**config.mk**
```make
export PLATFORM = sky130hd
export DESIGN_NAME = sb_inv_affine_serializer
export DESIGN_NICKNAME = d
export VERILOG_FILES = /design/src/rtl/sb_dec_pkg.sv /design/src/rtl/msk_inv_affine.sv /design/src/rtl/sb_inv_affine_serializer.sv
export SDC_FILE = /design/constraint.sdc
export NUM_CORES = 1
export LEC_CHECK = 0
export CAP_MARGIN = 25
export CORE_MARGIN = 5
export CORE_UTILIZATION = 52
export CTS_CLUSTER_DIAMETER = 40
export DETAILED_ROUTE_END_ITERATION = 6
export HOLD_SLACK_MARGIN = 0.12
export PLACE_DENSITY = 0.95
export REMOVE_ABC_BUFFERS = 1
export SKIP_LAST_GASP = 1
export SYNTH_ARGS = -nofsm -noshare
export SYNTH_HDL_FRONTEND = slang
export SYNTH_SLANG_ARGS = --single-unit
```
**constraint.sdc**
```tcl
create_clock -name clk -period 5.5 [get_ports clk]
set_input_delay 1.65 -clock clk [delete_from_list [all_inputs] [get_ports clk]]
set_output_delay 1.65 -clock clk [all_outputs]
set_load 0.01 [all_outputs]
```
**src/rtl/sb_dec_pkg.sv**
```systemverilog
// Shared definitions for the masked decryption S-box input path:
// column geometry, inverse-affine constant, serializer FSM states and
// the bit-sliced share indexing helper.
package sb_dec_pkg;

    localparam int         BYTES_PER_COL = 4;
    localparam logic [7:0] INV_AFF_CONST = 8'h05;

    typedef enum logic {
        ST_IDLE = 1'b0,
        ST_SER  = 1'b1
    } ser_state_e;

    // Position of share 'share' of bit 'bit_idx' on a bit-sliced bus
    // where the n_shares shares of one bit sit next to each other.
    function automatic int bit_pos(input int bit_idx, input int share, input int n_shares);
        return bit_idx * n_shares + share;
    endfunction

endpackage

```
**src/rtl/msk_inv_affine.sv**
```systemverilog
// Share-wise AES inverse affine map on a bit-sliced masked byte.
// Each output share depends only on the same share of the input, so no
// gate ever mixes two shares of one bit. The constant is folded into
// share 0 only, which keeps the XOR of all shares equal to InvAff(x).
module msk_inv_affine
    import sb_dec_pkg::*;
#(
    parameter int d = 2
) (
    input  logic [8*d-1:0] x_i,
    output logic [8*d-1:0] y_o
);

    genvar gi, gj;
    generate
        for (gi = 0; gi < d; gi++) begin : g_share
            for (gj = 0; gj < 8; gj++) begin : g_bit
                localparam logic CBIT = (gi == 0) ? INV_AFF_CONST[gj] : 1'b0;
                // y_j = x_(j+2) ^ x_(j+5) ^ x_(j+7), all within share gi
                assign y_o[bit_pos(gj, gi, d)] = x_i[bit_pos((gj + 2) % 8, gi, d)]
                                               ^ x_i[bit_pos((gj + 5) % 8, gi, d)]
                                               ^ x_i[bit_pos((gj + 7) % 8, gi, d)]
                                               ^ CBIT;
            end
        end
    endgenerate

endmodule

```
**src/rtl/sb_inv_affine_serializer.sv**
```systemverilog
// Masked column serializer: latches one d-share 32-bit column and hands
// it byte by byte (after the share-wise inverse affine map) to the masked
// GF(2^8) inversion core using a valid/ready handshake. A new column can
// be taken in the same cycle the last byte of the current one leaves.
module sb_inv_affine_serializer
    import sb_dec_pkg::*;
#(
    parameter int d = 2
) (
    input  logic            clk,
    input  logic            rst_n,
    input  logic            col_valid,
    output logic            col_ready,
    input  logic [32*d-1:0] col_data,
    output logic            byte_valid,
    input  logic            byte_ready,
    output logic [8*d-1:0]  byte_data,
    output logic [1:0]      byte_idx,
    output logic            byte_last
);

    ser_state_e      state_q, state_d;
    logic [1:0]      cnt_q, cnt_d;
    logic [32*d-1:0] col_q, col_d;

    logic [8*d-1:0]  col_bytes [BYTES_PER_COL];
    logic [8*d-1:0]  byte_sel;

    // Split the column register into its bit-sliced bytes
    genvar gi;
    generate
        for (gi = 0; gi < BYTES_PER_COL; gi++) begin : g_byte
            assign col_bytes[gi] = col_q[gi*8*d +: 8*d];
        end
    endgenerate

    assign byte_sel = col_bytes[cnt_q];

    // Inverse affine runs on registered data, so outputs stay stable under backpressure
    msk_inv_affine #(
        .d(d)
    ) u_inv_aff (
        .x_i(byte_sel),
        .y_o(byte_data)
    );

    assign byte_idx  = cnt_q;
    assign byte_last = (state_q == ST_SER) && (cnt_q == 2'd3);

    // Next-state, counter, column capture and handshake outputs
    always_comb begin
        state_d    = state_q;
        cnt_d      = cnt_q;
        col_d      = col_q;
        col_ready  = 1'b0;
        byte_valid = 1'b0;
        case (state_q)
            ST_IDLE: begin
                col_ready = 1'b1;
                if (col_valid) begin
                    col_d   = col_data;
                    cnt_d   = 2'd0;
                    state_d = ST_SER;
                end
            end
            ST_SER: begin
                byte_valid = 1'b1;
                if (byte_ready) begin
                    if (cnt_q == 2'd3) begin
                        col_ready = 1'b1;
                        cnt_d     = 2'd0;
                        if (col_valid) begin
                            col_d = col_data;
                        end else begin
                            state_d = ST_IDLE;
                        end
                    end else begin
                        cnt_d = cnt_q + 2'd1;
                    end
                end
            end
            default: begin
                state_d = ST_IDLE;
                cnt_d   = 2'd0;
            end
        endcase
    end

    // State registers; reset drops any partial column immediately
    always_ff @(posedge clk or negedge rst_n) begin
        if (!rst_n) begin
            state_q <= ST_IDLE;
            cnt_q   <= 2'd0;
            col_q   <= '0;
        end else begin
            state_q <= state_d;
            cnt_q   <= cnt_d;
            col_q   <= col_d;
        end
    end

endmodule

```
==> impl_metrics.toml <==
[outcome]
status = "complete, no violations"

[synth]
yosysTopAreaCellShare_pct = 51.6
synthSimpleGateAreaFrac_pct = 0.770
yosys-mux-area-fraction_pct = 35.0
synth_top_family_by_area = "multiplexers"
seq_area_frac_synth_pct = 51.6
yosys_warnings = 0
synth.largest_area_cell = "dfrtp_1"
synth_cell_types = 18
synth_compound_area_share_pct = 1.12
avgSynthCellArea_sq_um = 16.5
syn_inst = 197
syn_area_sq_um = 3250
synth_area_leaders = "dfrtp_1 (52%), mux2_2 (23%), mux4_1 (7.3%), mux4_2 (4.9%), xnor2_1 (4.3%)"
synthAdderAreaFrac_pct = 0.770
synthXorXnorAreaFrac_pct = 8.36
synth_seq_cells = 67

[floorplanning]
rows = 28
fp.dieArea_sq_um = 7930
die_y_um = 89.0
core_area_sq_um = 5990
die_w_um = 89.0
ios = 89
start_util_pct = 54.2

[worst_setup_path]
r2r_cells = 5
end_kind = "primary output"
crit_required_ps = 3850
cp_max_fo = 4
path_cells = "clkdlybuf4s50_1 -> nand2_1 -> nand2_1 -> clkdlybuf4s50_1"
cp_num_cells = 4
path_buf_inv = 2
cp_top_family = "buffers and inverters"
crit_path_start_kind = "primary input"
critical_path.max_stage_delay_ps = 550
arrival_ps = 2900
crit_type = "in2out"
slowest_stage = "clkdlybuf4s50_1"

[final_layout]
final_cell_mix = "clkdlybuf4s50_1 (87), dfrtp_1 (67), mux2_2 (66)"
fin_area_sq_um = 4420
fillers = 374
final_common_cell = "clkdlybuf4s50_1"
drive_gt1_share_pct = 34.7
n_antenna_cell = 0
fin_nets = 359
syn_to_final_growth_pct = 36.1

[place]
gp_congestion = 0.833
place_hpwl_mm = 4.99
place_area_sq_um = 4160
port_buffers = 88

[route]
wl_mm = 6.78
vias = 1965
firstDrtPassIters = 3
ant_nets = 0
routed_via_density = 5.33
drc = 0
wl_per_cell_um = 18.4
dr.first_iter.drc_count = 46

[job]
maxCapViolCount = 0

[clocking]
numCtsBuffers = 9
htreeDepth = 3
cts_buffer_depth = 2
cts_tree = "done"
cts_root_buffer = "clkbuf_8"
cts_resized = 0
post_cts_buffers = 0
cts_hold_buf = 0
cts_sinks = 67
clock_latency_ps = 330
clk_pin_slew_ps = 70

[sta]
fin_skew_ps = 4.23
drv_slew = 0
fin_crit_sh_pct = 82.8
slew_headroom_pct = 43.0
rsz0062_at_grt = "no"
hold_ws_ps = 503
max_clock_freq_mhz = 220
tns_ps = 0
setup_viol = 0
worst_pin_slew_ps = 855
min_period_ps = 4550
finalHoldViolations = 0

[grt]
grt_pass1_vias = 2130
antenna_found_initial = 0
groute.usage.overall_pct = 18.7
grt_max_degree = 40
overflow = 0
grt_pass1_wl_mm = 10.9

[power_and_ir_drop]
p_per_area_nw_per_um2 = 824
irDropWorstVdd_v = 0.000791
p_leak_nw = 1.85

[hold_path]
min_path_type = "reg2reg"
hold_depth = 1
## flip-flops by register name, indices dropped and copies added, names as in the netlist
register and cells:
state_q 1, byte_idx 2, col_q 64
## per-stage QoR
| step | utilization, % | setup WS, ps | cells | total power, W |
|---|---|---|---|---|
| global placement | 69.5 | 1020 | 352 | 0.00313 |
| finish | 73.8 | 946 | 369 | 0.00364 |
| global route | 73.8 | 932 | 369 | 0.00386 |
| detailed placement | 69.5 | 965 | 352 | 0.00320 |
| CTS | 73.3 | 645 | 368 | 0.00366 |
| floorplan | - | 1760 | 186 | 0.00219 |
## report_power, final
part	internal [W]	switching, W
Clock	0.000279	0.000179
Combinational	0.00142	0.000872
Sequential	0.000742	0.000152
Total	0.00244	0.00120
## final timing paths
| path | start | end | slack, ps |
|---|---|---|---|
| max in group asynchronous | rst_n | state_q | 3170 |
| max | byte_ready | col_ready | 950 |
| min reg2reg | col_q[59] | col_q[59] | 500 |
| max reg2reg | byte_idx[1] | col_q[19] | 2880 |
| min | col_q[59] | col_q[59] | 500 |
| min in group asynchronous | rst_n | col_q[26] | 1420 |
## Yosys cell counts (all sizes together)
| cell type | number |
|---|---|
| xor2 | 2 |
| a21bo | 1 |
| and2 | 1 |
| mux2 | 66 |
| a21o | 1 |
| ha | 2 |
| xnor2 | 23 |
| nor2 | 2 |
| a22o | 2 |
| buf | 11 |
| nand2 | 3 |
| mux4 | 16 |
| dfrtp | 67 |
## cell type report
type / count / area (sq um) / area share (%)
clock buffers: 12 / 155 / 3.51
clock inverters: 4 / 72.6 / 1.64
multi-input cells: 119 / 1500 / 33.8
flip-flops and latches: 67 / 1680 / 37.9
well taps: 75 / 93.8 / 2.12
repair buffers: 92 / 926 / 21.0
## routing by layer
layer / track usage (%) / vias up / routed length (um)
met5: 0 / - / 0
met4: 6.90 / 0 / 121
met3: 6.64 / 12 / 462
met2: 31.0 / 54 / 3470
met1: 22.7 / 995 / 2730
li1: - / 904 / -
## cells by family (layout without fill, tap and decap cells)
| logic type | count (synthesis) | count (layout) |
|---|---|---|
| multiplexers | 82 | 82 |
| flip-flops | 67 | 67 |
| XOR/XNOR | 25 | 25 |
| buffers and inverters | 11 | 108 |
| AND/OR/NAND/NOR | 6 | 6 |
| AO/OA/AOI/OAI | 4 | 4 |
| adder cells (fa/ha/maj) | 2 | 2 |
(Power assumes the default switching activity.)
